==> src/rtl/riscv_v_logic_wb_stage.sv <==
// ----------------------------------------------------------------------------
// riscv_v_logic_wb_stage
//
// Writeback stage that sits directly after the vector logic ALU. Each accepted
// ALU result is merged byte-by-byte with the prior destination contents
// (bytes without byte_valid keep the old value). The merged result is then
// buffered in a small FIFO and presented to the vector register file over a
// valid/ready handshake. Results with no valid bytes are accepted and counted,
// but they are never stored.
//
// Ports
//   clk, rst_n         clock; synchronous active-low reset
//   flush              discard every buffered entry (and any same-cycle push)
//   in_valid/in_ready  upstream handshake; in_ready depends on occupancy only
//   in_result          {data[DATA_WIDTH-1:0], byte_valid[NUM_BYTES-1:0]}
//   in_vd              destination vector register index
//   in_old_vd          prior destination register contents
//   wb_valid/wb_ready  register-file handshake for the head entry
//   wb_vd, wb_data,
//   wb_byte_en         head entry fields (all zero while the FIFO is empty)
//   retire_count       number of completed writebacks (wraps)
//   drop_count         number of discarded all-zero-byte_valid results (wraps)
// ----------------------------------------------------------------------------
module riscv_v_logic_wb_stage #(
    parameter int unsigned DATA_WIDTH = 128,
    parameter int unsigned NUM_BYTES  = DATA_WIDTH / 8,
    parameter int unsigned VREG_IDX_W = 5,
    parameter int unsigned DEPTH      = 2,
    parameter int unsigned CNT_W      = 16
) (
    input  logic                             clk,
    input  logic                             rst_n,
    input  logic                             flush,
    input  logic                             in_valid,
    output logic                             in_ready,
    input  logic [DATA_WIDTH+NUM_BYTES-1:0]  in_result,
    input  logic [VREG_IDX_W-1:0]            in_vd,
    input  logic [DATA_WIDTH-1:0]            in_old_vd,
    output logic                             wb_valid,
    input  logic                             wb_ready,
    output logic [VREG_IDX_W-1:0]            wb_vd,
    output logic [DATA_WIDTH-1:0]            wb_data,
    output logic [NUM_BYTES-1:0]             wb_byte_en,
    output logic [CNT_W-1:0]                 retire_count,
    output logic [CNT_W-1:0]                 drop_count
);

    // DEPTH is a power of two, so pointers wrap naturally at PTR_W bits.
    localparam int unsigned PTR_W = (DEPTH > 1) ? $clog2(DEPTH) : 1;
    localparam int unsigned OCC_W = $clog2(DEPTH) + 1;

    // ------------------------------------------------------------------
    // State
    // ------------------------------------------------------------------
    logic [DATA_WIDTH-1:0] data_q [DEPTH];
    logic [VREG_IDX_W-1:0] vd_q   [DEPTH];
    logic [NUM_BYTES-1:0]  be_q   [DEPTH];

    logic [PTR_W-1:0] wr_ptr_q, wr_ptr_d;
    logic [PTR_W-1:0] rd_ptr_q, rd_ptr_d;
    logic [OCC_W-1:0] occ_q,    occ_d;
    logic [CNT_W-1:0] retire_q, retire_d;
    logic [CNT_W-1:0] drop_q,   drop_d;

    // ------------------------------------------------------------------
    // Input decode and byte merge
    // ------------------------------------------------------------------
    logic [DATA_WIDTH-1:0] in_data;
    logic [NUM_BYTES-1:0]  in_be;
    logic [DATA_WIDTH-1:0] merged;

    assign in_data = in_result[DATA_WIDTH+NUM_BYTES-1:NUM_BYTES];
    assign in_be   = in_result[NUM_BYTES-1:0];

    // Undisturbed policy: bytes not written by the ALU keep the old value.
    always_comb begin
        merged = in_old_vd;
        for (int unsigned i = 0; i < NUM_BYTES; i++) begin
            if (in_be[i]) begin
                merged[8*i +: 8] = in_data[8*i +: 8];
            end
        end
    end

    // ------------------------------------------------------------------
    // Handshake decode
    // ------------------------------------------------------------------
    logic full;
    logic empty;
    logic push_fire;
    logic push_store;
    logic push_drop;
    logic pop_fire;

    assign full  = (occ_q == OCC_W'(DEPTH));
    assign empty = (occ_q == '0);

    // in_ready comes from registered occupancy only, so a pop while full
    // frees the slot for the next cycle, not the current one.
    assign in_ready = ~full;

    assign push_fire  = in_valid & ~full;
    assign push_store = push_fire & (|in_be);
    assign push_drop  = push_fire & ~(|in_be);
    assign pop_fire   = ~empty & wb_ready;

    // ------------------------------------------------------------------
    // Next-state logic (flush overrides push/pop; reset handled below)
    // ------------------------------------------------------------------
    always_comb begin
        wr_ptr_d = wr_ptr_q;
        rd_ptr_d = rd_ptr_q;
        occ_d    = occ_q;
        retire_d = retire_q;
        drop_d   = drop_q;

        if (flush) begin
            // Same-cycle push and pop are both discarded and left uncounted.
            wr_ptr_d = '0;
            rd_ptr_d = '0;
            occ_d    = '0;
        end else begin
            if (push_store) begin
                wr_ptr_d = wr_ptr_q + PTR_W'(1);
            end
            if (pop_fire) begin
                rd_ptr_d = rd_ptr_q + PTR_W'(1);
                retire_d = retire_q + CNT_W'(1);
            end
            if (push_drop) begin
                drop_d = drop_q + CNT_W'(1);
            end
            case ({push_store, pop_fire})
                2'b10:   occ_d = occ_q + OCC_W'(1);
                2'b01:   occ_d = occ_q - OCC_W'(1);
                default: occ_d = occ_q;
            endcase
        end
    end

    always_ff @(posedge clk) begin
        if (!rst_n) begin
            wr_ptr_q <= '0;
            rd_ptr_q <= '0;
            occ_q    <= '0;
            retire_q <= '0;
            drop_q   <= '0;
        end else begin
            wr_ptr_q <= wr_ptr_d;
            rd_ptr_q <= rd_ptr_d;
            occ_q    <= occ_d;
            retire_q <= retire_d;
            drop_q   <= drop_d;
        end
    end

    // Entry storage needs no reset: nothing is visible unless occupancy
    // covers it, and the outputs are forced to zero while empty.
    always_ff @(posedge clk) begin
        if (rst_n && !flush && push_store) begin
            data_q[wr_ptr_q] <= merged;
            vd_q[wr_ptr_q]   <= in_vd;
            be_q[wr_ptr_q]   <= in_be;
        end
    end

    // ------------------------------------------------------------------
    // Outputs: head entry only, no path from in_* to wb_*
    // ------------------------------------------------------------------
    assign wb_valid     = ~empty;
    assign wb_data      = empty ? '0 : data_q[rd_ptr_q];
    assign wb_vd        = empty ? '0 : vd_q[rd_ptr_q];
    assign wb_byte_en   = empty ? '0 : be_q[rd_ptr_q];
    assign retire_count = retire_q;
    assign drop_count   = drop_q;

endmodule

==> config.mk <==
export PLATFORM = sky130hd
export DESIGN_NAME = riscv_v_logic_wb_stage
export DESIGN_NICKNAME = d
export VERILOG_FILES = /design/src/rtl/riscv_v_logic_wb_stage.sv
export SDC_FILE = /design/constraint.sdc
export NUM_CORES = 1
export LEC_CHECK = 0
export CORE_MARGIN = 5
export CORE_UTILIZATION = 42
export CTS_BUF_LIST = sky130_fd_sc_hd__clkbuf_8 sky130_fd_sc_hd__clkbuf_16
export DETAILED_ROUTE_END_ITERATION = 16
export PLACE_DENSITY = 0.74
export SYNTH_ARGS = -nofsm -noshare
export SYNTH_HDL_FRONTEND = slang
export SYNTH_SLANG_ARGS = --single-unit
==> constraint.sdc <==
create_clock -name clk -period 13.4 [get_ports clk]
set_input_delay 1.34 -clock clk [delete_from_list [all_inputs] [get_ports clk]]
set_output_delay 1.34 -clock clk [all_outputs]
set_load 0.05 [all_outputs]
# Yosys cells after proc, flatten, opt, wreduce, memory -nomap -nowiden
# Memory sizes are Yosys's and may differ from the RTL's. A register that Yosys moved wholly into a read port is not among the register bits.
# Index checks and enable logic that the tools add are counted.
# word_totals
n_memories	3
reg_bits	36
output_inout_bits	183
ramBits	298
elab_cells	63
in_bits	282
# op_classes
addsub	6
n_reduce_logical	9
bitwise_logic	9
n_eq_ne	3
muxes	28
# mem_list
name	words	word_bits	rd	rd_clocked_by_memory_dff	write_ports	line_no	rtl
data_q	2	128	1	1	1	55	logic [DATA_WIDTH-1:0] data_q [DEPTH];
be_q	2	16	1	1	1	57	logic [NUM_BYTES-1:0] be_q [DEPTH];
vd_q	2	5	1	1	1	56	logic [VREG_IDX_W-1:0] vd_q [DEPTH];
# op_table
op	count
$mux W128	1
$mux W8	16
$add A16 B1 Y16 const B	2
$mux W16	1
$reduce_or A16 Y1	1
$mux W1	8
$mux W5	1
$not A1 Y1	5
$and A1 B1 Y1	4
$eq A2 B2 Y1 const B	2
$pmux W2 S2	1
$reduce_and A2 Y1	2
$add A1 B1 Y1 const B	2
$add A2 B1 Y2 const B	1
$eq A2 B1 Y1 const B	1
$logic_and A1 B1 Y1	2
$logic_not A2 Y1	1
$reduce_bool A2 Y1	1
$reduce_or A2 Y1	1
$sub A2 B1 Y2 const B	1
$logic_not A1 Y1	1

# Longest topological paths before layout
# Gate-level depths: netlist of the first run.
# logic_depth
word_depth	7
ltp_mapped	10
ltp_nobuf	7

# Worst setup path after synthesis of the first run
# No wires, ideal clock.
# synth_path
path_type	input port to flip-flop
start	in in_result[11]
end	mem be_q[0][0] (netlist name), enable pin
t_required_ns	12.560
n_path_buf	3
setup_ns	0.840
path_stages	7
path_slack_ns	0.089
t_arrival_ns	12.471
path_cell_list	buf_2 > nor4_4 > nand4_4 > buf_6 > clkbuf_1 > nand3_1 > nor3_1
# synth_via
elab_chain_cells	5
# synth_rtl
item	line_no	rtl
from (decl)	36	input logic [DATA_WIDTH+NUM_BYTES-1:0] in_result,
$reduce_or A16 Y1	103	assign push_store = push_fire & (|in_be);
$and A1 B1 Y1	103	
$logic_and A1 B1 Y1	160	if (rst_n && !flush && push_store) begin
$mux W1	160	
$mux W1 (implied by the code)	163	be_q[wr_ptr_q] <= in_be;
to (decl)	57	
# Every way passes these cells.

==> results of run 1 <==
-- worst max-delay path: cells and delay by family (launching register included) --
family	cells	cell delay (ns)
flops	1	1.02
simple gates	1	0.14
mux	1	0.20
buf+inv	2	1.66
-- cell usage after synthesis --
cell / number / area [sq um]
sky130_fd_sc_hd__mux2i_1: 158 / 1580
sky130_fd_sc_hd__nor2_1: 161 / 604
sky130_fd_sc_hd__nand2_1: 21 / 78.8
sky130_fd_sc_hd__o21ai_1: 1 / 5.00
sky130_fd_sc_hd__nor4b_1: 3 / 26.3
sky130_fd_sc_hd__nor3b_1: 2 / 15.0
sky130_fd_sc_hd__inv_1: 7 / 26.3
sky130_fd_sc_hd__a21o_1: 1 / 7.51
sky130_fd_sc_hd__xnor2_1: 7 / 61.3
sky130_fd_sc_hd__o21ai_0: 6 / 30.0
sky130_fd_sc_hd__xor2_1: 2 / 17.5
sky130_fd_sc_hd__nor4_1: 2 / 12.5
sky130_fd_sc_hd__or4_1: 12 / 90.1
sky130_fd_sc_hd__clkbuf_1: 25 / 93.8
sky130_fd_sc_hd__nand4_1: 7 / 43.8
sky130_fd_sc_hd__buf_6: 8 / 90.1
sky130_fd_sc_hd__o31ai_1: 12 / 90.1
sky130_fd_sc_hd__nand3_1: 11 / 55.1
sky130_fd_sc_hd__a21oi_1: 19 / 95.1
sky130_fd_sc_hd__nor4_4: 4 / 85.1
sky130_fd_sc_hd__ha_1: 3 / 37.5
sky130_fd_sc_hd__nand2b_1: 10 / 62.6
sky130_fd_sc_hd__buf_1: 3 / 11.3
sky130_fd_sc_hd__dfxtp_1: 37 / 741
sky130_fd_sc_hd__buf_2: 20 / 100
sky130_fd_sc_hd__nand3b_1: 1 / 7.51
sky130_fd_sc_hd__and4b_1: 1 / 10.0
sky130_fd_sc_hd__nand4_4: 1 / 21.3
sky130_fd_sc_hd__and3b_1: 1 / 8.76
sky130_fd_sc_hd__and4_1: 3 / 26.3
sky130_fd_sc_hd__mux2_2: 128 / 1440
sky130_fd_sc_hd__nor3_1: 5 / 25.0
sky130_fd_sc_hd__and3_1: 1 / 6.26
sky130_fd_sc_hd__or3_1: 5 / 31.3
sky130_fd_sc_hd__buf_4: 1 / 7.51
sky130_fd_sc_hd__edfxtp_1: 298 / 8950
-- layer usage --
| metal | GRT usage [%] | vias to the layer above | wire, um |
|---|---|---|---|
| li1 | - | 4593 | - |
| met1 | 22.4 | 4664 | 14700 |
| met2 | 33.5 | 349 | 19500 |
| met3 | 6.29 | 48 | 3580 |
| met4 | 3.57 | 4 | 592 |
| met5 | 0 | - | 27 |
-- final timing paths --
check | cells after the start | to | startpoint
worst min-delay path | 2 | retire_count[15]$_SDFFE_PN0P_ | retire_count[15]$_SDFFE_PN0P_
worst max register to register | 4 | be_q[1][8]$_DFFE_PP_ | occ_q[0]$_SDFFE_PP0P_
worst min register to register | 2 | retire_count[15]$_SDFFE_PN0P_ | retire_count[15]$_SDFFE_PN0P_
worst max-delay path | 4 | wb_data[108] | flop
-- state kept, by name, summed over array words and instances (netlist names), named ones only --
name / cells
wr_ptr_q: 1
vd_q: 10
drop_count: 16
data_q: 256
occ_q: 2
retire_count: 16
rd_ptr_q: 1
be_q: 32
-- where the power goes --
group | internal, mW | switching (mW) | total, mW
Combinational | 0.159 | 0.194 | 0.354
Sequential | 1.16 | 0.00722 | 1.17
Clock | 0.574 | 0.376 | 0.950
-- cells by family after synthesis --
| kind of cell | Yosys count |
|---|---|
| fa+ha+maj | 3 |
| simple gates | 251 |
| flops | 335 |
| xor+xnor | 9 |
| compound gates | 39 |
| mux | 286 |
| buf+inv | 64 |
-- area by class of cell --
type	count	area [sq um]
Fill cell	2710	13700
Sequential cell	335	9690
Timing Repair Buffer	471	4720
Multi-Input combinational cell	588	4590
Clock buffer	37	926
Tap cell	455	569
Clock inverter	24	206
Inverter	7	26.3
-- layout by cell type (no fill, tap or decap), drive strengths merged, types with 6 or more instances in the layout --
master and count:
mux2i 158, nand4 8, o21ai 7, nor4 6, nand3 11, clkdlybuf4s50 464, clkinv 14, nand2 21
edfxtp 298, clkbuf 37, buf 7, nor2 161, a21oi 19, dfxtp 37, xnor2 7, mux2 128
nand2b 10, o31ai 12, or4 12, inv 12
-- per-stage QoR --
stage / setup WS (ns) / utilization (%) / total power, mW / instances
2_1_floorplan: 0.0891 / - / 1.39 / 987
3_3_place_gp: 8.91 / 56.9 / 1.55 / 1856
3_5_place_dp: 8.90 / 56.9 / 1.55 / 1856
4_1_cts: 8.39 / 60.2 / 2.50 / 1917
5_1_grt: 8.27 / 60.2 / 2.56 / 1917
6_report: 8.44 / 60.2 / 2.48 / 1917
==> qor.tcl, run 1 <==
set qor(first_global_vias) 9976
set qor(number_of_warning_messages_in_the_yosys_log) 0
set qor(worst_setup_start_kind) {flop}
set qor(holdCritPathClass) {reg2reg}
set qor(cts_setup_buffers) 0
set qor(core_region_area_sq_mm) 0.0345
set qor(dr_total_vias) 9658
set qor(numClockSinks) 335
set qor(hpwl_after_detailed_placement_um) 26900
set qor(cts_hold_buf) 0
set qor(fin_skew_ns) 0.0133
set qor(die_w_um) 196
set qor(period_minus_slack_ns) 4.96
set qor(initial_core_utilization_pct) 42.4
set qor(synth.mux.area_fraction_pct) 20.7
set qor(dieHeight_um) 196
set qor(worst_path_largest_cell_delay_ns) 1.02
set qor(slowest_stage) {sky130_fd_sc_hd__dfxtp_4}
set qor(crit_path_end_kind) {output pin}
set qor(cts.clk_slew.worst_paths_ns) 0.06
set qor(synth_xor_xnor_area_share_pct) 0.540
set qor(tightestPinTransition_ns) 1.10
set qor(number_of_antenna_violations_at_the_first_check_in_global_routing) 3
set qor(route.detailed.wl_per_inst_um) 20.0
set qor(clk-insertion-delay-late_ns) 0.49
set qor(postSynthRegisterBits) 335
set qor(powerDensity_mw_per_mm2) 119
set qor(postLayoutCellArea_sq_mm) 0.0207
set qor(timing.setup.critical_path_class) {reg2out}
set qor(synth_cell_type_count) 36
set qor(setup_tns_ns) 0
set qor(timing.final.setup_violations) 0
set qor(synth_fp_nets) 1272
set qor(seq_area_frac_synth_pct) 66.4
set qor(worstPathArrival_ns) 3.62
set qor(globalplace.congestion) 0.784
set qor(cts_root_buf) {sky130_fd_sc_hd__clkbuf_16}
set qor(numCtsBuffers) 36
set qor(cts.repair.resized) 0
set qor(placed_area_sq_mm) 0.0196
set qor(cell_breakdown_of_the_critical_path) {buf_4 -> mux2i_1 -> nor2_1 -> clkdlybuf4s50_1}
set qor(setup.reg_to_reg.worst_slack_ns) 11.01
set qor(slew_viol_final) 0
set qor(num_rows) 68
set qor(slew_headroom_pct) 26.8
set qor(cap_violations) 0
set qor(globalRoute.totalOverflow) 0
set qor(achievable-frequency_ghz) 0.201
set qor(synth-compound-area-share_pct) 1.56
set qor(port_buffers) 464
set qor(routed_wirelength_um) 38400
set qor(drt-initial-drc-count) 459
set qor(syn-cell-area_sq_mm) 0.0146
set qor(final_hold_viol_count) 0
set qor(die_area_sq_mm) 0.0386
set qor(critical_path_required_ns) 12.06
set qor(top_level_ports) 465
set qor(cellLeakagePower_nw) 6.69
set qor(hold_ws_ns) 0.479
set qor(synth_simple_gate_area_share_pct) 8.29
set qor(area.growth.synth_to_final_pct) 42.1
set qor(vias_per_cell) 5.04
set qor(num-nets-final) 1724
set qor(remaining_drc_errors) 0
set qor(yosys.area_share.adder_pct) 0.257
set qor(postSynthAreaPerCell_sq_um) 14.8
set qor(first_pass_grt_wire_length_um) 57100
set qor(drt_first_pass_iters) 6
set qor(groute.usage.overall_pct) 18.8
set qor(diodes) 0
set qor(worst-path-max-fanout) 58
set qor(ctsLongestPathBuffers) 3
set qor(postSynthCellCount) 987
set qor(grt_setup_unrepaired) {no}
set qor(tritoncts_clock_tree) {built}
set qor(final_layout_size_suffix_gt1_share_pct) 13.1
set qor(run_status) {finished clean}
set qor(antenna_violating_nets_post_route) 0
set qor(final_min_period_over_clock_period_pct) 37.0
set qor(vdd.ir_drop.worst_uv) 85.3
set qor(grt_start_max_net_pins) 150
set qor(htree_levels) 2
set qor(synth_top_family_by_area) {multiplexers}
No activity file was read; power rests on OpenSTA's default activity.
==> inputs of run 2 (changes only) <==
CORE_UTILIZATION = 47   (was 42)
PLACE_DENSITY = 0.78   (was 0.74)
clock period = 5.2 ns   (was 13.4 ns; I/O delays follow)
==> run 2 against run 1 <==
  * Clock skew is 0.0025 ns lower
  * Sequential share of layout area grew 0.068 points
  * Critical endpoint is now wb_data[21]
  * Largest power group unchanged
  * Largest cell class unchanged
  * Clock-buffer cell count unchanged
  * Die area down 10%
==> qor.tcl, run 2 (synthesis gave the netlist of run 1 again) <==
set qor(mostFrequentLayoutCells) {sky130_fd_sc_hd__clkdlybuf4s50_1, sky130_fd_sc_hd__edfxtp_1, sky130_fd_sc_hd__nor2_1}
set qor(globalplace.congestion) 0.826 ;# +5.4%
set qor(cts_hold_buf) 0 ;# unchanged
set qor(drt-initial-drc-count) 644 ;# +40%
set qor(numClockSinks) 335 ;# unchanged
set qor(slew_headroom_pct) 31.9 ;# +5.1 points
set qor(final_hold_viol_count) 0 ;# unchanged
set qor(clk-insertion-delay-late_ns) 0.50 ;# about the same
set qor(register_bank_with_the_most_flops) {data_q}
set qor(cellLeakagePower_nw) 6.71 ;# +0.22%
set qor(htree_levels) 2 ;# unchanged
set qor(postLayoutCellArea_sq_mm) 0.0207 ;# -0.14%
set qor(holdCritPathClass) {reg2reg}
set qor(fin_skew_ns) 0.0108 ;# -0.00255 ns
set qor(worst_setup_start_kind) {flop}
set qor(timing.setup.critical_path_class) {reg2out}
set qor(globalRoute.totalOverflow) 0 ;# unchanged
set qor(largest_registers_ranked_by_flip_flop_count) {data_q (256), be_q (32)}
set qor(setup_tns_ns) 0 ;# unchanged
set qor(achievable-frequency_ghz) 0.280
set qor(hold_ws_ns) 0.490 ;# +0.0117 ns
set qor(cts.repair.resized) 0 ;# unchanged
set qor(seqCellArea_sq_mm) 0.00969 ;# unchanged
set qor(dieHeight_um) 186 ;# -5.2%
set qor(grt_start_max_net_pins) 80 ;# -47%
set qor(slew_viol_final) 0 ;# unchanged
set qor(area.growth.synth_to_final_pct) 41.9
set qor(number_of_antenna_violations_at_the_first_check_in_global_routing) 4 ;# +1
set qor(first_global_vias) 10270 ;# +2.9%
set qor(drt_first_pass_iters) 5 ;# -1
set qor(antenna_violating_nets_post_route) 0 ;# unchanged
set qor(die_w_um) 186 ;# -5.2%
set qor(cts_setup_buffers) 0 ;# unchanged
set qor(port_buffers) 464 ;# unchanged
set qor(critical_path_required_ns) 4.68 ;# -7.38 ns
set qor(worstPathArrival_ns) 3.06 ;# -0.56 ns
set qor(p_sw_share_pct) 24.0 ;# +0.72 points
set qor(route.detailed.wl_per_inst_um) 21.2 ;# +6.0%
set qor(cap_violations) 0 ;# unchanged
set qor(routed_wirelength_um) 39700 ;# +3.3%
set qor(top_level_ports) 465 ;# unchanged
set qor(grt_setup_unrepaired) {no}
set qor(vias_per_cell) 5.25 ;# +4.2%
set qor(comb_power_share_pct) 14.8 ;# +0.5 points
set qor(groute.usage.overall_pct) 21.5 ;# +2.8 points
set qor(remaining_drc_errors) 0 ;# unchanged
set qor(p_int_mw) 4.75 ;# +150%
set qor(sequentialPowerShare_pct) 48.3 ;# +1.0 points
set qor(crit_path_end_kind) {output pin}
set qor(final_util_pct) 67.7 ;# +7.5 points
set qor(cts_root_buf) {sky130_fd_sc_hd__clkbuf_16}
set qor(numCtsBuffers) 36 ;# unchanged
set qor(first_pass_grt_wire_length_um) 57200 ;# +0.28%
set qor(initial_core_utilization_pct) 47.7 ;# +5.4 points
set qor(tightestPinTransition_ns) 1.01 ;# -0.0859 ns
set qor(worst-path-max-fanout) 41 ;# -29%
set qor(period_minus_slack_ns) 3.58
set qor(tritoncts_clock_tree) {built}
set qor(pwr-share-clk_pct) 37.0 ;# -1.4 points
set qor(final_min_period_over_clock_period_pct) 68.8
set qor(cts.clk_slew.worst_paths_ns) 0.06 ;# about the same
set qor(most_common_cell_after_layout_fill_and_taps_aside) {sky130_fd_sc_hd__clkdlybuf4s50_1}
set qor(switching_power_mw) 1.50 ;# +160%
set qor(multiInputGateArea_sq_mm) 0.00462 ;# +0.54%
set qor(dr_total_vias) 9802 ;# +1.5%
set qor(run_status) {finished clean}
set qor(final.fill_count) 2158 ;# -20%
set qor(powerDensity_mw_per_mm2) 302 ;# +150%
set qor(final_layout_size_suffix_gt1_share_pct) 13.7 ;# +0.53 points
set qor(num-nets-final) 1731 ;# +0.41%
set qor(largest_register_ff_count) 256 ;# unchanged
set qor(vdd.ir_drop.worst_uv) 206 ;# +140%
set qor(num_rows) 64 ;# -5.9%
set qor(ctsLongestPathBuffers) 3 ;# unchanged
set qor(hpwl_after_detailed_placement_um) 28500 ;# +6.0%
set qor(core_region_area_sq_mm) 0.0306 ;# -11%
set qor(placed_area_sq_mm) 0.0196 ;# +0.15%
set qor(die_area_sq_mm) 0.0347 ;# -10%
set qor(timing.final.setup_violations) 0 ;# unchanged
[run 2: cell types whose count changed in the layout (fill, tap and decap cells not counted), sizes merged]
cell      previous run  this run
inv                 12        11
clkinvlp             1         3
bufinv               4         1
buf                  7        14
diode                0         1
clkinv              14        18
[run 2: path summary, 6_finish.rpt]
kind / startpoint / endpoint / slack (ns) / cells after the start
max: flop / wb_data[21] / 1.62 / 4
min reg2reg: retire_count[9]$_SDFFE_PN0P_ / retire_count[9]$_SDFFE_PN0P_ / 0.49 / 2
min: retire_count[9]$_SDFFE_PN0P_ / retire_count[9]$_SDFFE_PN0P_ / 0.49 / 2
max reg2reg: occ_q[0]$_SDFFE_PP0P_ / data_q[1][61]$_DFFE_PP_ / 2.75 / 4
[run 2: per-layer routing]
layer,vias to the layer above,track usage [%],wire length [um]
li1,4608,-,-
met2,410,38.4,20100
met1,4696,24.0,14100
met5,-,0,50
met4,6,8.19,1490
met3,82,7.04,3860
[run 2: final cells by class]
type / count / area share (%)
multi-input cells: 588 / 22.3
well taps: 396 / 2.39
repair buffers: 478 / 23.2
clock buffers: 37 / 4.47
flip-flops and latches: 335 / 46.8
clock inverters: 26 / 0.701
diodes: 1 / 0.0121
inverters: 7 / 0.127
[run 2: stage by stage]
stage          total power [mW]  setup slack, ns  std cells
2_1_floorplan              3.57          -0.0442        987
3_3_place_gp               3.99             1.64       1804
3_5_place_dp               4.00             1.58       1804
4_1_cts                    6.33             1.55       1867
5_1_grt                    6.48             1.51       1868
6_report                   6.25             1.62       1868
[run 2: power groups by stage]
stage | clock network [mW] | registers, mW | logic [mW]
finish | 2.31 | 3.02 | 0.925
global route | 2.49 | 3.02 | 0.970
CTS | 2.38 | 3.02 | 0.933
global placement | 0 | 3.07 | 0.918
floorplan | 0 | 3.07 | 0.501
detailed placement | 0 | 3.08 | 0.929
[run 2: critical path, cell delays in order (launching register included)]
cell                              delay (ns)
sky130_fd_sc_hd__dfxtp_4                0.83
sky130_fd_sc_hd__buf_4                  0.49
sky130_fd_sc_hd__mux2i_1                0.39
sky130_fd_sc_hd__nor2_1                 0.08
sky130_fd_sc_hd__clkdlybuf4s50_1        0.75
==> inputs of run 3 (changes only) <==
clock period = 3.48 ns   (was 5.2 ns; I/O delays follow)
==> run 3 against run 2 <==
  * Sequential share of layout area down 0.45 points
  * Die area unchanged
  * Via count about the same
  * Largest cell class unchanged
  * Power up 54%
  * Worst hold slack worse by 0.061 ns
  * Register-to-register slack worse by 1.4 ns
  * Sequential cell count unchanged
  * Cell area up 0.97%
  * Sequential power up 49%
  * First-iteration DRC count down 25%
  * Non-clock buffer count up 9
  * Combinational power up 51%
==> qor.tcl, run 3 (synthesis gave the netlist of run 1 again) <==
set qor(cts.clk_slew.worst_paths_ns) 0.06 ;# about the same
set qor(htree_levels) 2 ;# unchanged
set qor(num-nets-final) 1739 ;# +0.46%
set qor(totalPowerFinal_mw) 9.61 ;# +54%
set qor(slew_headroom_pct) 42.7 ;# +11 points
set qor(fin_skew_ns) 0.0172 ;# +0.00640 ns
set qor(placed_area_sq_mm) 0.0197 ;# +0.55%
set qor(detailedPlace.worstSlack_ns) 0.637 ;# -0.947 ns
set qor(pwr-share-clk_pct) 38.6 ;# +1.6 points
set qor(top_level_ports) 465 ;# unchanged
set qor(antenna_violating_nets_post_route) 0 ;# unchanged
set qor(num_rows) 64 ;# unchanged
set qor(sequentialPowerShare_pct) 46.9 ;# -1.4 points
set qor(register_bank_with_the_most_flops) {data_q}
set qor(tightestPinTransition_ns) 0.852 ;# -0.160 ns
set qor(timing.setup.critical_path_class) {reg2out}
set qor(cap_violations) 0 ;# unchanged
set qor(ctsLongestPathBuffers) 3 ;# unchanged
set qor(post_layout_nonfiller_instances) 1875 ;# +0.37%
set qor(grt_start_max_net_pins) 107 ;# +34%
set qor(comb_power_share_pct) 14.5 ;# -0.3 points
set qor(placed_cells) 1813 ;# +0.50%
set qor(cts.repair.resized) 0 ;# unchanged
set qor(mostFrequentLayoutCells) {sky130_fd_sc_hd__clkdlybuf4s50_1, sky130_fd_sc_hd__edfxtp_1, sky130_fd_sc_hd__nor2_1}
set qor(run_status) {finished clean}
set qor(timing.final.setup_violations) 0 ;# unchanged
set qor(vdd.ir_drop.worst_uv) 344 ;# +67%
set qor(area.growth.synth_to_final_pct) 43.3
set qor(switching_power_mw) 2.24 ;# +49%
set qor(worst-path-max-fanout) 26 ;# -37%
set qor(hpwl_after_detailed_placement_um) 28400 ;# -0.45%
set qor(die_w_um) 186 ;# unchanged
set qor(crit_path_end_kind) {output pin}
set qor(vias_per_cell) 5.23 ;# -0.35%
set qor(dr_total_vias) 9804 ;# +0.020%
set qor(diodes) 0 ;# -1
set qor(cts_hold_buf) 0 ;# unchanged
set qor(cts_root_buf) {sky130_fd_sc_hd__clkbuf_16}
set qor(dieHeight_um) 186 ;# unchanged
set qor(tritoncts_clock_tree) {built}
set qor(number_of_antenna_violations_at_the_first_check_in_global_routing) 3 ;# -1
set qor(core_region_area_sq_mm) 0.0306 ;# unchanged
set qor(timing.final.ws_setup_ns) 0.597 ;# -1.03 ns
set qor(final_min_period_over_clock_period_pct) 82.8
set qor(cellLeakagePower_nw) 6.83 ;# +1.8%
set qor(critical_path_required_ns) 3.13 ;# -1.55 ns
set qor(launching_point_of_the_worst_reg2reg_path) {occ_q[0]$_SDFFE_PP0P_}
set qor(p_sw_share_pct) 23.3 ;# -0.78 points
set qor(numClockSinks) 335 ;# unchanged
set qor(first_pass_grt_wire_length_um) 56200 ;# -1.8%
set qor(route.detailed.wl_per_inst_um) 20.9 ;# -1.8%
set qor(numCtsBuffers) 35 ;# -2.8%
set qor(port_buffers) 464 ;# unchanged
set qor(routed_wirelength_um) 39100 ;# -1.4%
set qor(worst_hold_startpoint) {in_vd[3]}
set qor(grt_setup_unrepaired) {no}
set qor(first_global_vias) 10035 ;# -2.3%
set qor(achievable-frequency_ghz) 0.347
set qor(initial_core_utilization_pct) 47.7 ;# unchanged
set qor(holdCritPathClass) {in2reg}
set qor(die_area_sq_mm) 0.0347 ;# unchanged
set qor(globalplace.congestion) 0.812 ;# -1.7%
set qor(worstPathArrival_ns) 2.54 ;# -0.52 ns
set qor(final.fill_count) 2165 ;# +0.32%
set qor(most_common_cell_after_layout_fill_and_taps_aside) {sky130_fd_sc_hd__clkdlybuf4s50_1}
set qor(final_util_pct) 68.4 ;# +0.66 points
set qor(final_layout_size_suffix_gt1_share_pct) 14.4 ;# +0.74 points
set qor(slew_viol_final) 0 ;# unchanged
set qor(remaining_drc_errors) 0 ;# unchanged
set qor(drt-initial-drc-count) 485 ;# -25%
set qor(largest_register_ff_count) 256 ;# unchanged
set qor(powerDensity_mw_per_mm2) 460 ;# +52%
set qor(clk-insertion-delay-late_ns) 0.50 ;# about the same
set qor(globalRoute.totalOverflow) 0 ;# unchanged
set qor(final_hold_viol_count) 0 ;# unchanged
set qor(groute.usage.overall_pct) 21.2 ;# -0.39 points
set qor(worst_setup_start_kind) {flop}
set qor(p_int_mw) 7.37 ;# +55%
set qor(drt_first_pass_iters) 5 ;# unchanged
set qor(period_minus_slack_ns) 2.88
set qor(postLayoutCellArea_sq_mm) 0.0209 ;# +0.97%
set qor(largest_registers_ranked_by_flip_flop_count) {data_q (256), be_q (32)}
set qor(cts_setup_buffers) 0 ;# unchanged
==> run 3: cell count changes in the layout (fill, tap and decap cells not counted), sizes merged <==
cell,previous run,this run
clkinvlp,3,2
buf,14,23
clkbuf,37,39
bufinv,1,4
inv,11,18
diode,1,0
clkinv,18,6
==> run 3: final cells by class <==
class	count	area, sq um	area share, %
multi-input combinational	588	4620	22.1
clock buffer	39	953	4.56
clock inverter	23	214	1.02
tap	396	495	2.37
timing repair buffer	487	4900	23.5
inverter	7	26.3	0.126
sequential	335	9690	46.4
==> run 3: path summary, 6_finish.rpt <==
check / end / slack [ns] / depth (start not counted)
worst min register to register: drop_count[15]$_SDFFE_PN0P_ / 0.48 / 2
worst min-delay path: vd_q[1][3]$_DFFE_PP_ / 0.43 / 1
worst max register to register: data_q[1][65]$_DFFE_PP_ / 1.38 / 4
worst max-delay path: wb_vd[2] / 0.60 / 4
==> run 3: power groups by stage <==
stage          logic [mW]  clock network [mW]  registers, mW
2_1_floorplan       0.748                   0           4.59
3_3_place_gp         1.39                   0           4.58
3_5_place_dp         1.41                   0           4.59
4_1_cts              1.41                3.79           4.50
5_1_grt              1.47                3.96           4.51
6_report             1.40                3.71           4.50
==> run 3: critical path, stage by stage, from the launching register on <==
cell	delay (ns)
sky130_fd_sc_hd__dfxtp_4	0.38
sky130_fd_sc_hd__buf_4	0.40
sky130_fd_sc_hd__mux2i_1	0.14
sky130_fd_sc_hd__nor2_1	0.22
sky130_fd_sc_hd__clkdlybuf4s50_1	0.88
==> run 3: routing by layer <==
layer	vias up	share of wire, %	routed length (um)	track usage (%)
li1	4621	-	-	-
met2	395	51	19900	37.4
met4	6	2.9	1130	6.50
met1	4709	36	14200	24.7
met5	-	0.097	38	0
met3	73	9.8	3830	6.75
==> run 3: through the flow <==
step | hold WS [ns] | setup TNS, ns
after global routing | 0.407 | 0
after detailed placement | 0.472 | 0
final | 0.429 | 0
after CTS | 0.399 | 0
after global placement | 0.462 | 0
after floorplan | 0.447 | -468.24
